--- src/rtl/cr_xer_wb_pkg.sv ---
// +----------------------------------------------------------------------------+
// | Module  : cr_xer_wb_pkg                                                    |
// | Brief   : Op encodings, XER bit positions and queue entry type shared by   |
// |           the CR/XER commit stage.                                         |
// | Revision: 1.0                                                              |
// +----------------------------------------------------------------------------+
`default_nettype none

package cr_xer_wb_pkg;

    localparam int CRXOP_W = 3;

    localparam logic [CRXOP_W-1:0] CRXOP_NOP   = 3'd0;
    localparam logic [CRXOP_W-1:0] CRXOP_REC   = 3'd1;
    localparam logic [CRXOP_W-1:0] CRXOP_CMP   = 3'd2;
    localparam logic [CRXOP_W-1:0] CRXOP_MTCRF = 3'd3;
    localparam logic [CRXOP_W-1:0] CRXOP_MTXER = 3'd4;
    localparam logic [CRXOP_W-1:0] CRXOP_MCRXR = 3'd5;

    // Architectural (big-endian) bit numbers; bit 0 is the register MSB.
    localparam int XER_SO = 0;
    localparam int XER_OV = 1;
    localparam int XER_CA = 2;

    localparam int CR_FIELD_WIDTH = 4;

    typedef struct packed {
        logic [CRXOP_W-1:0] op;
        logic [2:0]         alu_d;
        logic [2:0]         cmp_d;
        logic [2:0]         crf;
        logic [7:0]         fxm;
        logic [31:0]        rs;
        logic               ca_we;
        logic               ca_in;
        logic               ov_we;
        logic               ov_in;
    } crx_entry_t;

    // Vector LSB of CR field f when field 0 sits in the top nibble.
    function automatic logic [4:0] crx_field_lsb(input logic [2:0] f);
        return 5'd28 - {f, 2'b00};
    endfunction

    function automatic int crx_bit(input int arch_bit);
        return 31 - arch_bit;
    endfunction

endpackage

`default_nettype wire

--- src/rtl/cr_xer_wb_crx_apply.sv ---
// +----------------------------------------------------------------------------+
// | Module  : crx_apply                                                        |
// | Brief   : Combinational (cr, xer, entry) -> (cr_next, xer_next) update.    |
// | Revision: 1.0                                                              |
// +----------------------------------------------------------------------------+
`default_nettype none

module crx_apply
    import cr_xer_wb_pkg::*;
(
    input  logic [31:0] i_cr,
    input  logic [31:0] i_xer,
    input  crx_entry_t  i_entry,
    output logic [31:0] o_cr,
    output logic [31:0] o_xer
);

    logic       w_so;
    logic [4:0] w_lsb;

    always_comb begin
        o_cr  = i_cr;
        o_xer = i_xer;
        w_lsb = crx_field_lsb(i_entry.crf);

        if (i_entry.ov_we) o_xer[crx_bit(XER_OV)] = i_entry.ov_in;
        if (i_entry.ca_we) o_xer[crx_bit(XER_CA)] = i_entry.ca_in;
        o_xer[crx_bit(XER_SO)] = o_xer[crx_bit(XER_SO)] | (i_entry.ov_we & i_entry.ov_in);
        w_so = o_xer[crx_bit(XER_SO)];

        case (i_entry.op)
            CRXOP_REC: o_cr[crx_field_lsb(3'd0) +: CR_FIELD_WIDTH] = {i_entry.alu_d, w_so};
            CRXOP_CMP: o_cr[w_lsb +: CR_FIELD_WIDTH] = {i_entry.cmp_d, w_so};
            CRXOP_MTCRF: begin
                for (int i = 0; i < 8; i++) begin
                    if (i_entry.fxm[i]) begin
                        o_cr[crx_field_lsb(3'(i)) +: CR_FIELD_WIDTH] =
                            i_entry.rs[crx_field_lsb(3'(i)) +: CR_FIELD_WIDTH];
                    end
                end
            end
            CRXOP_MTXER: o_xer = i_entry.rs;
            CRXOP_MCRXR: begin
                // Field takes the pre-commit SO/OV/CA, then those bits clear.
                o_cr[w_lsb +: CR_FIELD_WIDTH] = i_xer[31 -: CR_FIELD_WIDTH];
                o_xer[31 -: CR_FIELD_WIDTH]   = '0;
            end
            default: ;
        endcase
    end

endmodule

`default_nettype wire

--- src/rtl/cr_xer_wb.sv ---
// +----------------------------------------------------------------------------+
// | Module  : cr_xer_wb                                                        |
// | Brief   : In-order CR/XER update queue committing one entry per cycle.     |
// |           Define CR_XER_FWD_EN to forward the head-commit CR on cr_fwd.    |
// | Revision: 1.0                                                              |
// +----------------------------------------------------------------------------+
`default_nettype none

module cr_xer_wb
    import cr_xer_wb_pkg::*;
#(
    parameter int unsigned QDEPTH  = 2,
    parameter logic [31:0] CR_RST  = 32'h0000_0000,
    parameter logic [31:0] XER_RST = 32'h0000_0000
) (
    input  logic               clk,
    input  logic               rst_n,
    input  logic               in_valid,
    output logic               in_ready,
    input  logic [CRXOP_W-1:0] in_op,
    input  logic [2:0]         alu_d,
    input  logic [2:0]         cmp_d,
    input  logic [2:0]         in_crf,
    input  logic [7:0]         in_fxm,
    input  logic [31:0]        in_rs,
    input  logic               ca_we,
    input  logic               ca_in,
    input  logic               ov_we,
    input  logic               ov_in,
    input  logic               commit_en,
    input  logic               flush,
    output logic [31:0]        cr,
    output logic [31:0]        xer,
    output logic               busy,
    output logic [31:0]        cr_fwd
);

    localparam int PW = $clog2(QDEPTH);
    localparam logic [PW:0] c_ptr_one = {{PW{1'b0}}, 1'b1};

    logic [PW:0] wr_ptr_q, wr_ptr_d, rd_ptr_q, rd_ptr_d;
    logic [31:0] cr_q, cr_d, xer_q, xer_d;
    crx_entry_t  mem_q [QDEPTH];
    crx_entry_t  mem_d [QDEPTH];

    crx_entry_t  w_in, w_head;
    logic        w_empty, w_full, w_enq, w_commit;
    logic [31:0] w_cr_next, w_xer_next;

    assign w_in     = '{op: in_op, alu_d: alu_d, cmp_d: cmp_d, crf: in_crf, fxm: in_fxm,
                        rs: in_rs, ca_we: ca_we, ca_in: ca_in, ov_we: ov_we, ov_in: ov_in};
    assign w_head   = mem_q[rd_ptr_q[PW-1:0]];
    assign w_empty  = (wr_ptr_q == rd_ptr_q);
    assign w_full   = (wr_ptr_q[PW] != rd_ptr_q[PW]) && (wr_ptr_q[PW-1:0] == rd_ptr_q[PW-1:0]);
    assign w_enq    = in_valid && !w_full;
    assign w_commit = !w_empty && commit_en;

    crx_apply u_commit_apply (
        .i_cr    (cr_q),
        .i_xer   (xer_q),
        .i_entry (w_head),
        .o_cr    (w_cr_next),
        .o_xer   (w_xer_next)
    );

    always_comb begin
        wr_ptr_d = wr_ptr_q;
        rd_ptr_d = rd_ptr_q;
        cr_d     = cr_q;
        xer_d    = xer_q;
        mem_d    = mem_q;
        if (flush) begin
            rd_ptr_d = wr_ptr_q;
        end else begin
            if (w_enq) begin
                mem_d[wr_ptr_q[PW-1:0]] = w_in;
                wr_ptr_d                = wr_ptr_q + c_ptr_one;
            end
            if (w_commit) begin
                rd_ptr_d = rd_ptr_q + c_ptr_one;
                cr_d     = w_cr_next;
                xer_d    = w_xer_next;
            end
        end
    end

    always_ff @(posedge clk) begin
        if (!rst_n) begin
            wr_ptr_q <= '0;
            rd_ptr_q <= '0;
            cr_q     <= CR_RST;
            xer_q    <= XER_RST;
        end else begin
            wr_ptr_q <= wr_ptr_d;
            rd_ptr_q <= rd_ptr_d;
            cr_q     <= cr_d;
            xer_q    <= xer_d;
        end
    end

    // Payload storage needs no reset; the pointers define validity.
    always_ff @(posedge clk) begin
        mem_q <= mem_d;
    end

    assign in_ready = !w_full;
    assign busy     = !w_empty;
    assign cr       = cr_q;
    assign xer      = xer_q;

`ifdef CR_XER_FWD_EN
    logic [31:0] w_fwd_cr, w_fwd_xer;

    crx_apply u_fwd_apply (
        .i_cr    (cr_q),
        .i_xer   (xer_q),
        .i_entry (w_head),
        .o_cr    (w_fwd_cr),
        .o_xer   (w_fwd_xer)
    );

    assign cr_fwd = w_empty ? cr_q : w_fwd_cr;
`else
    assign cr_fwd = cr_q;
`endif

endmodule

`default_nettype wire

--- config.mk ---
export PLATFORM = sky130hd
export DESIGN_NAME = cr_xer_wb
export DESIGN_NICKNAME = d
export VERILOG_FILES = /design/src/rtl/cr_xer_wb_pkg.sv /design/src/rtl/cr_xer_wb_crx_apply.sv /design/src/rtl/cr_xer_wb.sv
export SDC_FILE = /design/constraint.sdc
export NUM_CORES = 1
export LEC_CHECK = 0
export BUFFER_PORTS_ARGS = -buffer_cell sky130_fd_sc_hd__buf_2
export CAP_MARGIN = 20
export CORE_UTILIZATION = 30
export CTS_CLUSTER_DIAMETER = 50
export DETAILED_ROUTE_END_ITERATION = 8
export GPL_TIMING_DRIVEN = 0
export PLACE_DENSITY = 0.6
export SYNTH_ARGS = -nofsm -noshare
export SYNTH_HDL_FRONTEND = slang
export SYNTH_SLANG_ARGS = --single-unit
--- constraint.sdc ---
create_clock -name clk -period 5.5 [get_ports clk]
set_input_delay 0.55 -clock clk [delete_from_list [all_inputs] [get_ports clk]]
set_output_delay 0.55 -clock clk [all_outputs]
set_load 0.01 [all_outputs]
==> impl_metrics.ini, run 1 <==
[placement]
place_hpwl_um = 17800
portBuffers = 158
dpl_worst_slack_ns = 1.32
gp_congestion = 0.871
dpl.cell_count = 1139

[cells_and_area]
drive_gt1_frac = 0.340
syn2layout_area_growth_pct = 23.1
num-nets-final = 889
fin_cells = 1170
diodes = 0

[die]
start_util = 0.308
io_pins = 159
die-height_um = 166
rows = 59
die_area_sq_um = 27700
coreArea_sq_um = 26300
die_w_um = 166

[power_and_ir_drop]
power_frac_seq = 0.482
p_int_mw = 2.34
power_density_nw_per_um2 = 312
sw_frac_of_total = 0.250
clockPowerShare = 0.395
static-leakage-power_nw = 3.80
power_frac_comb = 0.122
p_switching_mw = 0.776
peakVddDrop_mv = 0.158

[detailed_routing]
wl_per_cell_um = 20.1
vias_per_cell = 5.19
wirelength_um = 23500
drc_errors = 11
ant_nets = 0
vias = 6074
drt_iter0_markers = 497
first_pass_iters = 7

[worst_hold_path]
hold_class = primary input to flop

[clocking]
post-cts-setup-buffer-count = 0
cts.repair.resized = 0
cts_buffers = 17
clkLatencyLatePin_ns = 0.43
hold_buffers = 0
path_clk_slew_ns = 0.07
cts_max_path_buffers = 2
cts_sinks = 180
cts_root_buf = clkbuf_16
cts_tree = built
htreeDepth = 4

[sta]
finalHoldViolations = 0
max_slew_margin = 0.409
setup_tns_ns = 0
fmax_mhz = 236
final_max_slew_viol_count = 0
setup_ws_ns = 1.26
period_minus_slack_ns = 4.24
setup_viol = 0
fin_crit_sh = 0.770
worst_pin_slew_ns = 0.884
holdWs_ns = 0.302
rsz0062_at_grt = false
skew_ns = 0.00786

[synthesis]
synth.largest_area_cell = edfxtp_1
synthFlopType = edfxtp_1
synth-edff-count = 112
synthTopCellsByArea = edfxtp_1 (42%), dfxtp_1 (17%), mux2i_1 (5.4%)
yosysMostFrequentCell = edfxtp_1
ys_top_cells_by_count = edfxtp_1 (112), dfxtp_1 (68), nor2_1 (48), mux2i_1 (44), buf_4 (42)
yosysSeqAreaShare = 0.583
yosysUniqueCellTypes = 73
syn-num-nets = 710
yosysTopAreaCellShare = 0.415
ys_seq_elements = 180
yosysWarnings = 0
syn_inst = 644
async_reset_ff_frac = 0
syn_avg_cell_area_sq_um = 12.6
syn-cell-area_sq_um = 8100

[worst_setup_path]
crit_required_ns = 5.77
critPathMaxFanout = 10
crit_type = flop to flop
critPathCaptureType = flop
arrival_ns = 4.51
start_kind = flop

[outcome]
violations = DRC
run_status = finished, violations left

[flow_run]
cap_viol_max_count = 0

[global_routing]
grt_max_degree = 44
grt_pass1_wl_um = 35300
antenna_found_initial = 1
grt_pass1_vias = 5767
overflow = 0
track_usage = 0.171
## logic make-up after synthesis
group                      after synthesis  share of synthesized area
and+or+nand+nor                        142                     0.0961
muxes                                   61                     0.0805
adders and majority gates                5                    0.00772
AOI/OAI and AO/OA                      172                      0.163
xor gates and xnor gates                 9                    0.00973
buffers and inverters                   75                     0.0596
DFF                                    180                      0.583
## registers in the layout (all words and copies together), names as in the netlist
name and count:
mem_q 112, cr 32, xer 32, rd_ptr_q 2, wr_ptr_q 2
## layout make-up
class,count,area [sq um]
fill,2574,16300
sequential,180,4720
clock buffer,21,482
multi-input combinational,389,2910
clock inverter,10,120
buffer,64,442
tap,335,419
inverter,11,41.3
timing repair buffer,160,838
## metrics by stage
stage          total power [mW]   util  instance area, sq um
3_5_place_dp               1.91  0.357                  9370
3_3_place_gp               1.90  0.354                  9310
2_1_floorplan              1.77      -                  8100
6_report                   3.11  0.379                  9970
5_1_grt                    3.22  0.379                  9970
4_1_cts                    3.13  0.379                  9970
## cells in the final DEF (no fill, tap or decap), types with 5 or more instances in the layout
master     netlist  routed
o221ai_1         6       6
ha_1             5       5
o211ai_1         5       5
clkbuf_1         7       8
dfxtp_1         68      68
nand2_1         33      33
nor3_1           7       7
nor2b_1          6       6
edfxtp_1       112     112
xnor2_1          8       8
a22o_1          24      24
buf_4           42      42
o21ai_0         18      18
mux2i_1         44      44
and3_1           5       5
a32oi_1          7       7
o22ai_1         24      24
mux2_2          13      13
clkbuf_16        0      18
a211oi_1        28      28
nor2_1          48      47
nand3_1          7       7
inv_1            9       9
buf_2           11     169
o32ai_1          5       5
a21oi_1         16      16
## layer usage
layer / wire, um / up-vias / share of wire / track usage
met3: 1370 / 27 / 0.058 / 0.0317
met4: 452 / 2 / 0.019 / 0.0640
met5: 10 / - / 0.00043 / 0
met1: 10600 / 2983 / 0.45 / 0.228
met2: 11100 / 224 / 0.47 / 0.277
li1: - / 2838 / - / -
## worst max-delay path, stage by stage (launching register included)
cell	delay (ns)
dfxtp_1	0.52
buf_6	0.23
buf_6	0.19
buf_2	0.31
buf_4	0.31
buf_2	0.28
mux2i_1	0.27
inv_1	0.10
ha_1	0.21
ha_1	0.28
buf_2	0.18
nor4b_4	0.52
o221ai_1	0.26
a211oi_1	0.27
a221oi_1	0.11
## worst paths after layout
| kind | slack (ns) | end | cells past startpoint | from |
|---|---|---|---|---|
| setup / recovery | 1.26 | cr[28] | 14 | rd_ptr_q[0] |
| hold / removal | 0.30 | mem_q[88] | 1 | in_rs[28] |
| setup reg to reg | 1.26 | cr[28] | 14 | rd_ptr_q[0] |
| hold reg to reg | 0.49 | cr[15] | 1 | cr[15] |
## power groups by stage
stage          Combinational (mW)  Sequential [mW]  Clock, mW
2_1_floorplan               0.239             1.53          0
3_5_place_dp                0.377             1.53          0
3_3_place_gp                0.368             1.53          0
5_1_grt                     0.412             1.50       1.30
6_report                    0.381             1.50       1.23
4_1_cts                     0.378             1.50       1.25
(Power assumes the default switching activity.)
==> run 2, diff against run 1 <==
--- a/config.mk
+++ b/config.mk
@@ -11,7 +11,7 @@
 export CTS_CLUSTER_DIAMETER = 50
 export DETAILED_ROUTE_END_ITERATION = 8
 export GPL_TIMING_DRIVEN = 0
-export PLACE_DENSITY = 0.6
+export PLACE_DENSITY = 0.61
 export SYNTH_ARGS = -nofsm -noshare
 export SYNTH_HDL_FRONTEND = slang
 export SYNTH_SLANG_ARGS = --single-unit
==> constraint.sdc (replaced) <==
create_clock -name clk -period 3.8 [get_ports clk]
set_input_delay 0.38 -clock clk [delete_from_list [all_inputs] [get_ports clk]]
set_output_delay 0.38 -clock clk [all_outputs]
set_load 0.01 [all_outputs]
==> impl_metrics.ini, run 2 (synthesis results as in run 1) <==
[clocking]
htreeDepth = 4
cts_buffers = 17
cts_sinks = 180
hold_buffers = 0
path_clk_slew_ns = 0.07
cts_root_buf = clkbuf_16
cts_tree = built
cts_max_path_buffers = 2
clkLatencyLatePin_ns = 0.44

[power_and_ir_drop]
power.total_mw = 4.48
power_frac_comb = 0.124
sw_frac_of_total = 0.266
p_int_mw = 3.29
power_frac_seq = 0.484
static-leakage-power_nw = 3.80
clockPowerShare = 0.392
peakVddDrop_mv = 0.306
p_switching_mw = 1.19
power_density_nw_per_um2 = 448

[detailed_routing]
wl_per_cell_um = 19.9
ant_nets = 0
wirelength_um = 23300
vias = 5925
drc_errors = 9
vias_per_cell = 5.06
first_pass_iters = 7
drt_iter0_markers = 482

[cells_and_area]
utilization = 0.381
drive_gt1_frac = 0.347
final_area_sq_um = 10000
final_common_cell = buf_2
fillers = 2583
mostFrequentLayoutCells = buf_2 (167), edfxtp_1 (112), dfxtp_1 (67)
diodes = 0
syn2layout_area_growth_pct = 23.5
num-nets-final = 889
largest_reg_flops = 112
multi_input_area_sq_um = 2920
fin_cells = 1171
seq_area_sq_um = 4730
largest-register = mem_q

[sta]
worst_pin_slew_ns = 0.740
setup_viol = 0
finalHoldViolations = 0
final_max_slew_viol_count = 0
rsz0062_at_grt = false
max_slew_margin = 0.507
setup_tns_ns = 0
skew_ns = 0.0308
setup_ws_ns = 0.289
fin_crit_sh = 0.924
holdWs_ns = 0.122
period_minus_slack_ns = 3.51
fmax_mhz = 285

[global_routing]
grt_max_degree = 35
grt_pass1_wl_um = 34900
track_usage = 0.170
antenna_found_initial = 0
overflow = 0
grt_pass1_vias = 5646

[outcome]
run_status = finished, violations left
violations = DRC

[worst_setup_path]
critPathMaxFanout = 19
critPathCaptureType = flop
crit_required_ns = 4.13
arrival_ns = 3.84
crit_type = flop to flop
start_kind = flop

[placement]
place_hpwl_um = 17800
place_area_sq_um = 9390
gp_congestion = 0.915
dpl_worst_slack_ns = -0.389
portBuffers = 158
dpl.cell_count = 1140

[die]
io_pins = 159
die_area_sq_um = 27700
rows = 59
start_util = 0.308
coreArea_sq_um = 26300
die-height_um = 166
die_w_um = 166

[flow_run]
cap_viol_max_count = 0

[worst_hold_path]
hold_class = primary input to flop
## run 2: changes by cell type in the layout (fill, tap and decap cells not counted), moves of 2 or more
cell	delta
inv_6	+3
buf_2	-2
clkinv_1	-2
clkinv_8	+2
## run 2: power groups by stage
stage	Combinational, mW	Clock [mW]	Sequential (mW)
floorplan	0.346	0	2.21
global placement	0.532	0	2.22
detailed placement	0.548	0	2.21
CTS	0.554	1.78	2.17
global route	0.596	1.87	2.18
finish	0.555	1.76	2.17
## run 2: what timing repair did
| item | 4_1_cts | 5_1_grt |
|---|---|---|
| buffers inserted | 1 | 0 |
| pin swaps | 1 | 0 |
| resized for setup | 3 | 0 |
| cloned | 0 | 0 |
| endpoints found under the setup margin | 28 | 18 |
## run 2: path summary, 6_finish.rpt
check         startpoint   endpoint  slack [ns]  cells past startpoint
min reg2reg       xer[5]     xer[5]        0.50                      2
min            in_rs[22]  mem_q[26]        0.12                      1
max reg2reg  rd_ptr_q[0]      cr[9]        0.29                     13
max          rd_ptr_q[0]      cr[9]        0.29                     13
## run 2: metal layers
layer,up-vias,track usage,wire (um)
li1,2837,-,-
met1,2874,0.227,10700
met2,188,0.277,11100
met3,26,0.0317,1150
met4,0,0.0548,403
met5,-,0,0
## run 2: cell type report
| type | instances | share of cell area |
|---|---|---|
| Clock inverter | 14 | 0.0161 |
| Tap cell | 335 | 0.0419 |
| Clock buffer | 18 | 0.0439 |
| Buffer | 62 | 0.0431 |
| Timing Repair Buffer | 162 | 0.0865 |
| Sequential cell | 180 | 0.472 |
| Multi-Input combinational cell | 389 | 0.292 |
| Inverter | 11 | 0.00413 |
## run 2: critical path: stages (launching register included)
cell     delay (ns)
dfxtp_2        0.43
buf_6          0.20
buf_6          0.25
buf_4          0.36
mux2i_1        0.27
inv_1          0.09
ha_1           0.21
ha_1           0.28
buf_2          0.24
and3b_1        0.20
nand4_1        0.27
nand2_1        0.19
a31oi_2        0.15
a22o_1         0.26
==> run 3, diff against run 2 <==
--- a/config.mk
+++ b/config.mk
@@ -7,11 +7,12 @@
 export LEC_CHECK = 0
 export BUFFER_PORTS_ARGS = -buffer_cell sky130_fd_sc_hd__buf_2
 export CAP_MARGIN = 20
+export CORE_MARGIN = 5
 export CORE_UTILIZATION = 30
 export CTS_CLUSTER_DIAMETER = 50
 export DETAILED_ROUTE_END_ITERATION = 8
 export GPL_TIMING_DRIVEN = 0
-export PLACE_DENSITY = 0.61
+export PLACE_DENSITY = 0.6
 export SYNTH_ARGS = -nofsm -noshare
 export SYNTH_HDL_FRONTEND = slang
 export SYNTH_SLANG_ARGS = --single-unit
==> constraint.sdc (replaced) <==
create_clock -name clk -period 3.9 [get_ports clk]
set_input_delay 0.39 -clock clk [delete_from_list [all_inputs] [get_ports clk]]
set_output_delay 0.39 -clock clk [all_outputs]
set_load 0.01 [all_outputs]
==> impl_metrics.ini, run 3 (synthesis results as in run 1) <==
[worst_setup_path]
crit_required_ns = 4.24
start_kind = flop
slowest_stage = nor4_2
cp_cell_sequence = buf_6 > buf_6 > buf_4 > buf_2 > mux2i_1 > inv_1 > ha_1 > ha_1 > buf_2 > nor4_2 > nand2b_1 > a31oi_1 > a22o_1
arrival_ns = 4.04
critPathCaptureType = flop
rr_endpoint = cr[20]
crit-reg2reg-launch = rd_ptr_q[0]
crit_type = flop to flop
reg2regPathDepth = 13
r2r_slack_ns = 0.19
critPathMaxStageDelay_ns = 0.47
critPathMaxFanout = 19

[power_and_ir_drop]
peakVddDrop_mv = 0.308
sw_frac_of_total = 0.277
clockPowerShare = 0.397
static-leakage-power_nw = 3.84
power_density_nw_per_um2 = 439
p_switching_mw = 1.22
power_frac_seq = 0.479
power_frac_comb = 0.124
p_int_mw = 3.19

[detailed_routing]
drt_iter0_markers = 529
vias_per_cell = 5.09
wl_per_cell_um = 20.7
first_pass_iters = 6
vias = 6019
wirelength_um = 24500
drc_errors = 0
ant_nets = 0

[sta]
finalHoldViolations = 0
skew_ns = 0.00963
rsz0062_at_grt = false
fmax_mhz = 270
final_max_slew_viol_count = 0
max_slew_margin = 0.489
holdWs_ns = 0.131
period_minus_slack_ns = 3.71
worst_pin_slew_ns = 0.767
fin_crit_sh = 0.951
setup_viol = 0

[placement]
place_hpwl_um = 18700
gp_congestion = 0.857
portBuffers = 158
dpl.cell_count = 1146

[clocking]
cts_max_path_buffers = 2
cts_tree = built
cts_root_buf = clkbuf_16
cts_buffers = 17
hold_buffers = 0
htreeDepth = 4
clkLatencyLatePin_ns = 0.44
path_clk_slew_ns = 0.08
cts_sinks = 180

[flow_run]
cap_viol_max_count = 0

[die]
io_pins = 159
die_area_sq_um = 30400
die_w_um = 174
die-height_um = 174
start_util = 0.302
rows = 60
coreArea_sq_um = 26800

[global_routing]
track_usage = 0.159
overflow = 0
antenna_found_initial = 0
grt_pass1_wl_um = 36600
grt_pass1_vias = 5825
grt_max_degree = 39

[cells_and_area]
largest-register = mem_q
drive_gt1_frac = 0.350
final_common_cell = buf_2
fin_cells = 1182
fillers = 2581
seq_area_sq_um = 4730
multi_input_area_sq_um = 2920
mostFrequentLayoutCells = buf_2 (168), edfxtp_1 (112), dfxtp_1 (67)
num-nets-final = 893
largest_reg_flops = 112
syn2layout_area_growth_pct = 24.3

[worst_hold_path]
hold-path-endpoint = mem_q[75]
hold_class = primary input to flop
min_path_cells = 1
hp-start = in_rs[15]

[outcome]
run_status = finished clean
-- run 3: routing by layer --
metal  up-vias  part of all wire  wire length [um]  global-route usage
li1       2857                 -                 -                   -
met1      2908              0.45             10900               0.219
met2       229              0.47             11600               0.253
met3        25             0.065              1590              0.0348
met4         0             0.015               363              0.0445
met5         -                 0                 0                   0
-- run 3: final cells by class --
cell class              count  share of cell area
repair buffers            165              0.0882
inverters                  11             0.00410
clock buffers              18              0.0447
well taps                 341              0.0424
clock inverters            14              0.0174
multi-input cells         389               0.290
plain buffers              63              0.0434
flip-flops and latches    180               0.469
diodes                      1            0.000248
-- run 3: worst max-delay path, delay by kind of cell (launching register included) --
family / cells / cell delay, ns
and+or+nand+nor: 2 / 0.63
buffers and inverters: 6 / 1.33
DFF: 1 / 0.44
muxes: 1 / 0.27
AOI/OAI and AO/OA: 2 / 0.42
adders and majority gates: 2 / 0.49
-- run 3: metrics by stage --
step	cell area [sq um]	utilization	power [mW]	TNS [ns]	setup slack [ns]
final	10100	0.376	4.42	0	0.193
after global routing	10100	0.376	4.58	0	0.0123
after CTS	10100	0.375	4.44	0	0.0362
after detailed placement	9400	0.351	2.69	-4.79	-0.281
after global placement	9320	0.348	2.68	-88.61	-1.51
after floorplan	8100	-	2.49	0	0.217
-- run 3: repair_timing --
action / 4_1_cts / 5_1_grt
setup buffers: 2 / 2
resized for setup: 2 / 1
pin swaps: 2 / 1
setup endpoints to repair: 28 / 26
-- run 3: power groups by stage --
stage / registers (mW) / clock network, mW / logic (mW)
CTS: 2.11 / 1.78 / 0.543
floorplan: 2.16 / 0 / 0.337
global placement: 2.16 / 0 / 0.521
global route: 2.12 / 1.87 / 0.588
detailed placement: 2.16 / 0 / 0.537
finish: 2.11 / 1.75 / 0.549
-- run 3: how the worst max path moves through the flow --
stage	startpoint	end	slack, ns	depth (start not counted)
2_1_floorplan	rd_ptr_q[0]	mem_q[100]	0.22	4
3_3_place_gp	rd_ptr_q[0]	mem_q[75]	-1.51	4
3_5_place_dp	rd_ptr_q[0]	cr[20]	-0.28	14
4_1_cts	rd_ptr_q[0]	cr[9]	0.04	14
5_1_grt	rd_ptr_q[0]	cr[22]	0.01	13
6_report	rd_ptr_q[0]	cr[20]	0.19	13
